## src/rtl/coord_addr_pkg.sv

```systemverilog
// Shared frame geometry, coordinate/address types and tag-width helper
// for the coordinate-to-address arbiter.
package coord_addr_pkg;

    localparam int IMG_W = 640;
    localparam int IMG_H = 480;
    localparam int CW    = 13;
    localparam int AW    = 20;

    typedef logic [CW-1:0] coord_t;
    typedef logic [AW-1:0] addr_t;

    // A single requester still needs one tag bit on the output bus.
    function automatic int tag_width(input int n);
        return (n > 1) ? $clog2(n) : 1;
    endfunction

endpackage

```

## src/rtl/rr_arbiter.sv

```systemverilog
// Round-robin arbiter: combinational one-hot grant searched from a rotating
// pointer, pointer moves past the winner whenever a grant is issued.
module rr_arbiter
    import coord_addr_pkg::*;
#(
    parameter int NUM_REQ = 2,
    parameter int TW      = tag_width(NUM_REQ)
) (
    input  logic               clk,
    input  logic               rst_n,
    input  logic [NUM_REQ-1:0] req,
    input  logic               enable,
    output logic [NUM_REQ-1:0] gnt,
    output logic [TW-1:0]      idx
);

    logic [TW-1:0] ptr;
    logic [TW-1:0] cand;
    logic          hit;

    always_comb begin
        gnt  = '0;
        idx  = '0;
        hit  = 1'b0;
        cand = '0;
        for (int i = 0; i < NUM_REQ; i++) begin
            cand = TW'((int'(ptr) + i) % NUM_REQ);
            if (enable && !hit && req[cand]) begin
                hit       = 1'b1;
                gnt[cand] = 1'b1;
                idx       = cand;
            end
        end
    end

    // Without a grant the pointer holds, so an idle cycle never skips anyone.
    always_ff @(posedge clk or negedge rst_n) begin
        if (!rst_n) begin
            ptr <= '0;
        end else if (hit) begin
            ptr <= (int'(idx) == NUM_REQ - 1) ? '0 : idx + 1'b1;
        end
    end

endmodule

```

## src/rtl/coord_addr_arbiter.sv

```systemverilog
// Shares one two-stage Y*IMG_W+X address pipeline between NUM_REQ requesters.
// Define COORD_CLIP_EN to clamp out-of-frame coordinates to the frame edge.
module coord_addr_arbiter #(
    parameter int NUM_REQ = 2,
    parameter int IMG_W   = coord_addr_pkg::IMG_W,
    parameter int IMG_H   = coord_addr_pkg::IMG_H,
    parameter int CW      = coord_addr_pkg::CW,
    parameter int AW      = coord_addr_pkg::AW,
    parameter int TW      = coord_addr_pkg::tag_width(NUM_REQ)
) (
    input  logic                  iCLK,
    input  logic                  iRST_N,
    input  logic [NUM_REQ-1:0]    iReq,
    input  logic [NUM_REQ*CW-1:0] iX,
    input  logic [NUM_REQ*CW-1:0] iY,
    output logic [NUM_REQ-1:0]    oGnt,
    output logic                  oValid,
    input  logic                  iReady,
    output logic [AW-1:0]         oAddr,
    output logic [TW-1:0]         oTag,
    output logic                  oErr,
    output logic                  oBusy
);

    import coord_addr_pkg::*;

    localparam logic [CW-1:0] X_LIM = CW'(IMG_W);
    localparam logic [CW-1:0] Y_LIM = CW'(IMG_H);

    logic               s1_valid;
    logic [AW-1:0]      s1_prod;
    logic [CW-1:0]      s1_x;
    logic [TW-1:0]      s1_tag;
    logic               s1_err;
    logic               s2_valid;

    logic               advance;
    logic               s2_load;
    logic               any_gnt;
    logic [NUM_REQ-1:0] gnt;
    logic [TW-1:0]      gnt_idx;
    logic [CW-1:0]      sel_x;
    logic [CW-1:0]      sel_y;
    logic [CW-1:0]      use_x;
    logic [CW-1:0]      use_y;
    logic               sel_err;

    // S2 frees up on a transfer; S1 may accept whenever it is empty or drains.
    assign s2_load = !s2_valid || iReady;
    assign advance = !s1_valid || s2_load;

    rr_arbiter #(
        .NUM_REQ (NUM_REQ),
        .TW      (TW)
    ) u_arb (
        .clk    (iCLK),
        .rst_n  (iRST_N),
        .req    (iReq),
        .enable (advance && iRST_N),
        .gnt    (gnt),
        .idx    (gnt_idx)
    );

    assign any_gnt = |gnt;
    assign oGnt    = gnt;

    always_comb begin
        sel_x   = iX[int'(gnt_idx)*CW +: CW];
        sel_y   = iY[int'(gnt_idx)*CW +: CW];
        sel_err = (sel_x >= X_LIM) || (sel_y >= Y_LIM);
`ifdef COORD_CLIP_EN
        use_x   = (sel_x >= X_LIM) ? X_LIM - 1'b1 : sel_x;
        use_y   = (sel_y >= Y_LIM) ? Y_LIM - 1'b1 : sel_y;
`else
        use_x   = sel_x;
        use_y   = sel_y;
`endif
    end

    // Multiply in S1, add in S2, keeping each stage to one arithmetic step.
    always_ff @(posedge iCLK or negedge iRST_N) begin
        if (!iRST_N) begin
            s1_valid <= 1'b0;
            s1_prod  <= '0;
            s1_x     <= '0;
            s1_tag   <= '0;
            s1_err   <= 1'b0;
        end else if (advance) begin
            s1_valid <= any_gnt;
            if (any_gnt) begin
                s1_prod <= AW'(use_y) * AW'(IMG_W);
                s1_x    <= use_x;
                s1_tag  <= gnt_idx;
                s1_err  <= sel_err;
            end
        end
    end

    always_ff @(posedge iCLK or negedge iRST_N) begin
        if (!iRST_N) begin
            s2_valid <= 1'b0;
            oAddr    <= '0;
            oTag     <= '0;
            oErr     <= 1'b0;
        end else if (s2_load) begin
            s2_valid <= s1_valid;
            if (s1_valid) begin
                oAddr <= s1_prod + AW'(s1_x);
                oTag  <= s1_tag;
                oErr  <= s1_err;
            end
        end
    end

    assign oValid = s2_valid;
    assign oBusy  = s1_valid || s2_valid;

endmodule

```

## config.mk

```make
export PLATFORM = sky130hd
export DESIGN_NAME = coord_addr_arbiter
export DESIGN_NICKNAME = d
export VERILOG_FILES = /design/src/rtl/coord_addr_pkg.sv /design/src/rtl/rr_arbiter.sv /design/src/rtl/coord_addr_arbiter.sv
export SDC_FILE = /design/constraint.sdc
export NUM_CORES = 1
export LEC_CHECK = 0
export BUFFER_PORTS_ARGS = -buffer_cell sky130_fd_sc_hd__buf_2
export CAP_MARGIN = 20
export CORE_UTILIZATION = 35
export DETAILED_ROUTE_END_ITERATION = 8
export PLACE_DENSITY = 0.67
export RECOVER_POWER = 100
export SLEW_MARGIN = 20
export SYNTH_ARGS = -nofsm -noshare
export SYNTH_HDL_FRONTEND = slang
export SYNTH_SLANG_ARGS = --single-unit
```

## constraint.sdc

```tcl
create_clock -name iCLK -period 7 [get_ports iCLK]
set_clock_uncertainty 0.05 [all_clocks]
set_input_delay 0.7 -clock iCLK [delete_from_list [all_inputs] [get_ports iCLK]]
set_output_delay 0.7 -clock iCLK [all_outputs]
set_load 0.02 [all_outputs]
```

==> Word-level counts from Yosys, hierarchy flattened <==
Cells that the tools add are included.
{ "totals": {"reg_bits": 53, "latchBits": 0, "mem_bits_rw": 0, "romBits": 0, "input_bits": 57, "output_inout_bits": 26, "word_cells": 55, "n_memories": 0} }
{ "classes": {"add_sub_neg": 3, "multipliers": 2, "div": 0, "magnitude_cmp": 6, "n_eq_ne": 0, "n_shift": 2, "n_mux": 15, "bitwise": 1, "n_reduce_logical": 16} }
{ "op_table": {"columns": ["op", "count"], "rows": [
  ["indexed part select 26 x 32 -> 13 bit", 1],
  ["indexed part select 26 x 6 -> 13 bit", 1],
  ["adder 20 x 13 -> 20 bit", 1],
  ["greater-or-equal comparator 13 x 10 -> 1 bit, second input constant", 1],
  ["greater-or-equal comparator 13 x 9 -> 1 bit, second input constant", 1],
  ["multiplier 13 x 3 -> 13 bit, second input constant", 1],
  ["2-to-1 mux 1 bit", 11],
  ["logical AND 1 bit", 6],
  ["multiplier 1 x 4 -> 5 bit, second input constant", 1],
  ["logical OR 1 bit", 4],
  ["< comparator 1 x 2 -> 1 bit, second input constant", 2],
  ["2-to-1 mux 2 bit", 2],
  ["AND reduction 2 bit", 2],
  ["logical NOT 1 bit", 3],
  ["adder 1 bit, second input constant", 2],
  ["demux 1 bit (select 1 bit)", 2],
  ["greater-or-equal comparator 1 bit, second input constant", 2],
  ["OR 2 bit", 1],
  ["OR reduction 2 bit", 1]
]} }

==> Logic depth before layout (Yosys ltp) <==
Gate-level depths: netlist of the first run.
{ "logic_depth": {"word_depth": 14, "depth_mapped": 14} }

==> Modules after synthesis <==
From an unflattened synthesis of the first run, not the netlist that was laid out.
{ "hier_totals": {"cells_unflattened": 322, "area_unflattened_um2": 3175.5} }
{ "modules_own_cells": {"columns": ["mod", "n_inst", "cells_per_inst", "area_per_inst_um2"], "rows": [
  ["coord_addr_arbiter", 1, 313, 3109.2],
  ["rr_arbiter", 1, 9, 66.3]
]} }

==> Worst setup path before layout of the first run <==
OpenSTA, ideal clock, no wires.
{ "synth_path": {"path_type": "input to register", "start": "in iReady", "end": "reg s1_prod[16]", "setup_time_ns": 0.095, "t_arrival_ns": 3.305, "t_required_ns": 6.855, "setup_slack_ns": 3.549, "cell_stages": 14, "path_cell_list": "nand3b_1 > o2111a_1 > buf_6 > buf_2 > mux2_2 > ha_1 > inv_1 > fa_1 > nor2b_1 > o21a_1 > o21ai_0 > a21boi_0 > nor3_1 > o31ai_1"} }
{ "synth_via": {"elab_chain_len": 12} }
{ "synth_lines": {"columns": ["element", "line_no", "source"], "rows": [
  ["start, declared", "coord_addr_arbiter.sv:18", "input logic iReady,"],
  ["logical OR 1 bit (*)", "coord_addr_arbiter.sv:49", "assign s2_load = !s2_valid || iReady;"],
  ["logical OR 1 bit (*)", "coord_addr_arbiter.sv:50", "assign advance = !s1_valid || s2_load;"],
  ["logical AND 1 bit", "coord_addr_arbiter.sv:59", ".enable (advance && iRST_N),"],
  ["logical AND 1 bit", "rr_arbiter.sv:28", "if (enable && !hit && req[cand]) begin"],
  ["2-to-1 mux 1 bit", "rr_arbiter.sv:28", null],
  ["logical NOT 1 bit", "rr_arbiter.sv:28", null],
  ["logical AND 1 bit (2 in a row)", "rr_arbiter.sv:28", null],
  ["2-to-1 mux 1 bit", "rr_arbiter.sv:28", null],
  ["multiplier 1 x 4 -> 5 bit", "coord_addr_arbiter.sv:69", "sel_y = iY[int'(gnt_idx)*CW +: CW];"],
  ["indexed part select 26 x 6 -> 13 bit", "coord_addr_arbiter.sv:69", null],
  ["multiplier 13 x 3 -> 13 bit", "coord_addr_arbiter.sv:91", "s1_prod <= AW'(use_y) * AW'(IMG_W);"],
  ["end signal, assigned", "coord_addr_arbiter.sv:91", null],
  ["end, declared", "coord_addr_arbiter.sv:31", "logic [AW-1:0] s1_prod;"]
]} }
Every way passes the cells marked *; elsewhere a longest branch is shown, timed or not.
A chain may end at the register's enable or synchronous reset.

==> Worst setup path in the final report of the first run <==
{ "layout_path": {"start": "in iRST_N", "end": "reg s1_prod[16]"} }
{ "layout_via": {"elab_chain_len": 10} }
{ "layout_lines": {"columns": ["element", "line_no", "source"], "rows": [
  ["start, declared", "coord_addr_arbiter.sv:12", "input logic iRST_N,"],
  ["logical AND 1 bit (*)", "coord_addr_arbiter.sv:59", null],
  ["logical AND 1 bit", "rr_arbiter.sv:28", null],
  ["2-to-1 mux 1 bit", "rr_arbiter.sv:28", null],
  ["logical NOT 1 bit", "rr_arbiter.sv:28", null],
  ["logical AND 1 bit (2 in a row)", "rr_arbiter.sv:28", null],
  ["2-to-1 mux 1 bit (*)", "rr_arbiter.sv:28", null],
  ["multiplier 1 x 4 -> 5 bit (*)", "coord_addr_arbiter.sv:69", null],
  ["indexed part select 26 x 6 -> 13 bit (*)", "coord_addr_arbiter.sv:69", null],
  ["net sel_y[0]", "coord_addr_arbiter.sv:43", "logic [CW-1:0] sel_y;"],
  ["multiplier 13 x 3 -> 13 bit (*)", "coord_addr_arbiter.sv:91", null]
]} }
The timed path passes the listed nets; every way through them passes the cells marked *.

==> results of run 1 <==
area by class of cell:
| class | count | area (um2) |
|---|---|---|
| Tap cell | 108 | 135 |
| Clock buffer | 6 | 82.6 |
| Fill cell | 881 | 5020 |
| Multi-Input combinational cell | 245 | 1780 |
| Timing Repair Buffer | 86 | 397 |
| Clock inverter | 2 | 17.5 |
| Inverter | 12 | 45.0 |
| Sequential cell | 53 | 1330 |
worst max path at each step:
stage | from | endpoint | slack [ns] | cells after the start
floorplan | iReady | s1_prod[16] | 3.55 | 14
global placement | iRST_N | s1_prod[16] | 2.41 | 15
detailed placement | iRST_N | s1_prod[16] | 2.31 | 15
CTS | iRST_N | s1_prod[16] | 2.63 | 15
global route | iRST_N | s1_prod[16] | 1.57 | 15
finish | iRST_N | s1_prod[16] | 2.06 | 15
critical path, delay by kind of cell:
| family | cells | cell delay, ns |
|---|---|---|
| muxes | 1 | 0.41 |
| adders and majority gates | 3 | 0.59 |
| buffers and inverters | 4 | 1.63 |
| AOI/OAI and AO/OA | 6 | 1.65 |
| and+or+nand+nor | 1 | 0.06 |
registers in the layout, summed over array words and instances (netlist names):
signal,count
s1_prod,13
oAddr,20
s1_err,1
oValid,1
oTag,1
s1_x,13
u_arb.ptr,1
oErr,1
s1_valid,1
s1_tag,1
cell families after synthesis:
family / count (synthesis) / share of synthesized area
xor+xnor: 20 / 0.0545
simple gates: 86 / 0.124
mux: 42 / 0.142
compound gates: 71 / 0.129
buf+inv: 24 / 0.0331
fa+ha+maj: 26 / 0.106
flops: 53 / 0.412
power by group through the flow:
stage | clock, W | combinational, W | sequential [W]
after floorplan | 0 | 0.000270 | 0.000533
after global placement | 0 | 0.000475 | 0.000470
after detailed placement | 0 | 0.000484 | 0.000474
after CTS | 0.000186 | 0.000487 | 0.000467
after global routing | 0.000198 | 0.000525 | 0.000484
final | 0.000181 | 0.000463 | 0.000468
layer usage:
metal | global-route usage | part of all wire | routed length [um] | vias up
met4 | 0.0420 | 0.011 | 70 | 0
met2 | 0.234 | 0.44 | 2910 | 72
met5 | 0 | 0 | 0 | -
met3 | 0.0286 | 0.063 | 417 | 6
met1 | 0.200 | 0.49 | 3230 | 1141
li1 | - | - | - | 1295
metrics by stage:
step                setup WS (ns)  cell area [um2]  instances
CTS                          2.63             3840        512
global route                 1.57             3780        512
detailed placement           2.31             3740        504
finish                       2.06             3780        512
floorplan                    3.55             3220        322
global placement             2.41             3740        504
cell usage after synthesis (all sizes together) (2+ instances only):
cell type / n / area (um2)
a21boi: 3 / 26.3
a21o: 4 / 30.0
a21oi: 7 / 35.0
a31oi: 3 / 18.8
and3: 3 / 18.8
buf: 6 / 38.8
clkbuf: 6 / 22.5
dfrtp: 53 / 1330
fa: 2 / 40.0
ha: 24 / 300
inv: 12 / 45.0
mux2: 28 / 315
mux2i: 14 / 140
nand2: 45 / 169
nand2b: 2 / 12.5
nand3: 5 / 25.0
nand4: 3 / 18.8
nor2: 11 / 41.3
nor3: 3 / 15.0
nor3b: 2 / 15.0
nor4: 3 / 18.8
o21a: 4 / 30.0
o21ai: 45 / 233
o31ai: 3 / 22.5
or2: 2 / 12.5
or4: 2 / 15.0
xnor2: 9 / 78.8
xor2: 11 / 96.3
==> key figures, run 1 <==
Worst setup path
  • R2R Path End: s1_prod[16]
  • Start of the worst register-to-register path: oValid
  • FF-to-FF path depth: 14
  • Critical path class: in2reg
  • Crit. End Element: flip-flop
  • CP Data Arrival Time: 5.09 ns
  • Slowest CP cell: clkbuf_1
  • Critical path launch point type: input port
  • CP max stage delay: about 0.97 ns
  • Critical path required time: between 7 and 8 ns
  • Critical path, cell by cell: buf_2, buf_4, o2111a_1, clkbuf_1, mux2_1, ha_1, ha_1, inv_1, fa_1, nor2b_1, o21a_1, o21ai_0, a21boi_0, o21a_1, o31ai_1
  • Worst reg2reg setup slack: around 2.6 ns
  • Critical Path Fanout Max: 55

Run status
  • Outcome: finished, violations left
  • Failing checks: DRC, capacitance limit, slew limit

Run
  • Max Cap Viol: 1

Synth
  • Synthesized Nets: 405
  • Syn. warnings: 0
  • Syn Inst Count: 322
  • Post-synthesis async set-or-reset flop share: 1.00
  • Post-synthesis sequential area ratio: 0.412
  • Cell Area, Synth: 3220 um2
  • Number of synthesized flops with an enable pin: 0
  • Most common flop cell mapped by yosys: dfrtp_1
  • Synth Register Bits: 53
  • Mapped Avg Cell Area: between 9 and 10 um2
  • Synth cell types: 40

Final layout
  • Most frequent cells in the layout: buf_2, dfrtp_1, nand2_1
  • Final Util: 0.430
  • Ant diodes: 0
  • Nets: between 400 and 500
  • Share of layout cells above drive strength 1: 0.238
  • Layout area overhead: 17.6%
  • Commonest non-fill, non-tap cell in the layout: buf_2

Clock tree
  • Clk sinks: 53
  • CTS clk-pin slew, worst paths: about 0.1 ns
  • CTS resizes: 0
  • Total setup buffers inserted after CTS: 0
  • Clk root buf: clkbuf_8
  • TritonCTS clock tree: yes
  • Clk_lat worst skew: 0.30 ns
  • H-Tree Depth: 2
  • CTS Buffer Depth: 2
  • CTS Buf Count: 5
  • Hold buffer count at CTS: 0

Route
  • Post-route antenna net violation count: 0
  • Vias: ~2.5k
  • WL final: 6620 um
  • Wirelength per Cell: roughly 13 um
  • Vias per cell: slightly below 5
  • Residual DRC count: 6
  • DRT Pass-1 Iters: 6
  • Iter 0 DRT Violations: about 130

STA
  • Pins Over Slew Limit: 45
  • Worst slew pin tran: between 1.5 and 2 ns
  • Final-report hold violation count: 0
  • Max Fclk: just over 0.2 GHz
  • Final clock period utilization by the worst path: 0.705
  • Slew Limit Headroom: -0.0786
  • Final setup viols: 0
  • RSZ-0062 raised after global routing: no
  • Setup TNS: 0 ns
  • Hold WS: approximately 0.43 ns
  • Min Tclk post-route: a little under 5 ns

Global route
  • Vias in the first global route: ~2.4k
  • First-pass GRT wire length: ~11,000 um
  • Largest net degree at the start of global routing: 56
  • Initial antenna violation count: 0
  • GRT Util Overall: 0.146
  • Overflow after GRT: 0

Power
  • Clock group share of total power: 0.163
  • Sequential power share: 0.421
  • Logic pwr share: 0.417
  • Power Density: around 290 nW/um2
  • Net Sw Power: about 0.00044 W
  • Leakage: approximately 1.7 nW
  • Peak VDD IR: ~0.097 mV
  • Sw frac: 0.394
  • Internal: just under 0.0007 W
  • Post-layout power: between 0.001 and 0.0015 W

Hold path
  • Worst hold path type: reg2reg
  • WHS Path Cells: 1
  • Worst Hold End: s1_tag
  • Worst Min Path Start: s1_tag

Die
  • Core area: slightly below 9000 um2
  • Starting Density: 0.365
  • Die Wd: 97.9 um
  • IO Pins: between 80 and 90
  • Chip height: between 90 and 100 um
  • Row cnt: 34
  • Die area: between 9000 and 10,000 um2

Place
  • Port-buffer cells: between 80 and 90
  • Final RePlAce weighted congestion: 0.809
  • Detailed placement HPWL: between 5000 and 6000 um
Power figures use the tool's default switching activity.
==> run 2, diff against run 1 <==
--- a/config.mk
+++ b/config.mk
@@ -9,7 +9,7 @@
 export CAP_MARGIN = 20
 export CORE_UTILIZATION = 35
 export DETAILED_ROUTE_END_ITERATION = 8
-export PLACE_DENSITY = 0.67
+export PLACE_DENSITY = 0.69
 export RECOVER_POWER = 100
 export SLEW_MARGIN = 20
 export SYNTH_ARGS = -nofsm -noshare
==> constraint.sdc (replaced) <==
create_clock -name iCLK -period 4 [get_ports iCLK]
set_clock_uncertainty 0.05 [all_clocks]
set_input_delay 0.4 -clock iCLK [delete_from_list [all_inputs] [get_ports iCLK]]
set_output_delay 0.4 -clock iCLK [all_outputs]
set_load 0.02 [all_outputs]
==> key figures, run 2 (synthesis results as in run 1) <==
Run status
  • Outcome: finished, violations left
  • Failing checks: DRC, capacitance limit

Worst setup path
  • Buf/Inv on CP: 2
  • CP Data Arrival Time: roughly 3.6 ns
  • Critical path class: reg2reg
  • Slowest CP cell: dfrtp_1
  • Critical Path Fanout Max: 10
  • CP max stage delay: 0.41 ns
  • Critical path launch point type: flip-flop
  • Crit. End Element: flip-flop
  • Worst reg2reg setup slack: between 0.6 and 0.7 ns
  • Critical path, cell by cell: nand3b_1, o2111a_1, buf_4, mux2_1, ha_1, ha_1, inv_1, fa_1, nor2b_1, o21a_1, o21ai_0, a21boi_0, o21a_1, o31ai_1
  • Critical path's top delay family: compound AO/OA/AOI/OAI gates
  • Critical path required time: around 4.2 ns

Power
  • Leakage: between 1.5 and 2 nW
  • Power Density: a little over 500 nW/um2
  • Peak VDD IR: roughly 0.20 mV

Clock tree
  • H-Tree Depth: 2
  • CTS clk-pin slew, worst paths: 0.10 ns
  • Clk_lat worst skew: about 0.30 ns
  • TritonCTS clock tree: yes
  • Clk sinks: between 50 and 60
  • Total setup buffers inserted after CTS: 0
  • Hold buffer count at CTS: 0
  • CTS resizes: 0
  • CTS Buffer Depth: 2
  • Clk root buf: clkbuf_8
  • CTS Buf Count: 5

Final layout
  • Storage cell area: roughly 1300 um2
  • Area of the multi-input gates: ~1800 um2
  • Ant diodes: 0
  • Filler cells: approximately 850
  • Share of layout cells above drive strength 1: 0.232
  • Commonest non-fill, non-tap cell in the layout: buf_2
  • Layout area overhead: 17.5%
  • Nets: approximately 490
  • Most frequent cells in the layout: buf_2, dfrtp_1, nand2_1
  • Register name with the most flops: oAddr
  • Max reg flops: 20
  • Largest regs: oAddr: 20 flops, s1_prod: 13 flops, s1_x: 13 flops

STA
  • Final setup viols: 0
  • Pins Over Slew Limit: 0
  • Hold WS: ~0.23 ns
  • Setup TNS: 0 ns
  • Worst slew pin tran: 1.48 ns
  • Final clock period utilization by the worst path: 0.849
  • Final-report hold violation count: 0
  • Min Tclk post-route: 3.39 ns
  • Slew Limit Headroom: 0.00485
  • Max Fclk: between 0.2 and 0.3 GHz
  • RSZ-0062 raised after global routing: no

Die
  • Die area: around 9600 um2
  • Die Wd: about 100 um
  • Row cnt: 34
  • Chip height: 97.9 um
  • IO Pins: 83
  • Starting Density: 0.365
  • Core area: ~8800 um2

Global route
  • GRT Util Overall: 0.145
  • Vias in the first global route: ~2.4k
  • Largest net degree at the start of global routing: between 50 and 60
  • First-pass GRT wire length: around 11,000 um
  • Initial antenna violation count: 0
  • Overflow after GRT: 0

Route
  • Vias: between 2k and 3k
  • Iter 0 DRT Violations: ~120
  • Vias per cell: around 5.0
  • WL final: between 6000 and 7000 um
  • Residual DRC count: 8
  • Post-route antenna net violation count: 0
  • DRT Pass-1 Iters: 7
  • Wirelength per Cell: approximately 13 um

Place
  • Final RePlAce weighted congestion: 0.847
  • Port-buffer cells: 82
  • Detailed placement HPWL: about 5400 um

Run
  • Max Cap Viol: 1

Hold path
  • Worst hold path type: in2async
-- run 2: cell count changes in the layout (fill, tap and decap cells not counted) --
cell	previous run	this run
clkbuf_8	6	5
o21ai_2	1	0
buf_2	56	55
a21boi_2	1	0
mux2_1	1	2
mux2_2	27	26
o21ai_1	0	1
a21boi_0	2	3
clkinv_4	1	2
buf_4	1	3
-- run 2: layer usage --
| layer | share of wire | routed length (um) | up-vias | track usage |
|---|---|---|---|---|
| met5 | 0 | 0 | - | 0 |
| met1 | 0.49 | 3340 | 1181 | 0.207 |
| met4 | 0.017 | 114 | 0 | 0.0466 |
| met3 | 0.056 | 379 | 12 | 0.0286 |
| met2 | 0.43 | 2940 | 77 | 0.219 |
| li1 | - | - | 1291 | - |
-- run 2: layout make-up --
cell class                 instances  area share
clock buffer                       5      0.0182
clock inverter                     3     0.00695
inverter                          12      0.0119
multi-input combinational        245       0.469
sequential                        53       0.351
tap                              108      0.0357
timing repair buffer              87       0.108
-- run 2: worst reg2reg max path: cells and delay by family, from the launching register on --
kind / cells / cell delay (ns)
AO/OA/AOI/OAI: 6 / 1.33
adder cells (fa/ha/maj): 3 / 0.59
flip-flops: 1 / 0.41
multiplexers: 1 / 0.37
buffers and inverters: 2 / 0.34
AND/OR/NAND/NOR: 2 / 0.20
-- run 2: path summary, 6_finish.rpt --
path                          from           to  cells past startpoint
setup / recovery            oValid  s1_prod[16]                     14
hold / removal              iRST_N         oTag                      2
setup reg to reg            oValid  s1_prod[16]                     14
hold reg to reg            s1_x[1]      s1_x[1]                      2
max in group asynchronous   iRST_N    oAddr[14]                      2
min in group iCLK           iReady       oValid                      3
-- run 2: power breakdown --
part | switching, W | internal [W]
Sequential | 0.000111 | 0.000709
Combinational | 0.000486 | 0.000322
Clock | 0.000181 | 0.000128
-- run 2: through the flow --
stage          area [um2]  std cells  utilization  power (W)  setup slack, ns
3_5_place_dp         3740        504        0.424    0.00168            0.528
4_1_cts              3830        512        0.435    0.00199            0.621
5_1_grt              3780        513        0.429    0.00209            0.214
6_report             3780        513        0.429    0.00194            0.606
2_1_floorplan        3220        322            -    0.00141            0.769
3_3_place_gp         3740        504        0.424    0.00165            0.617
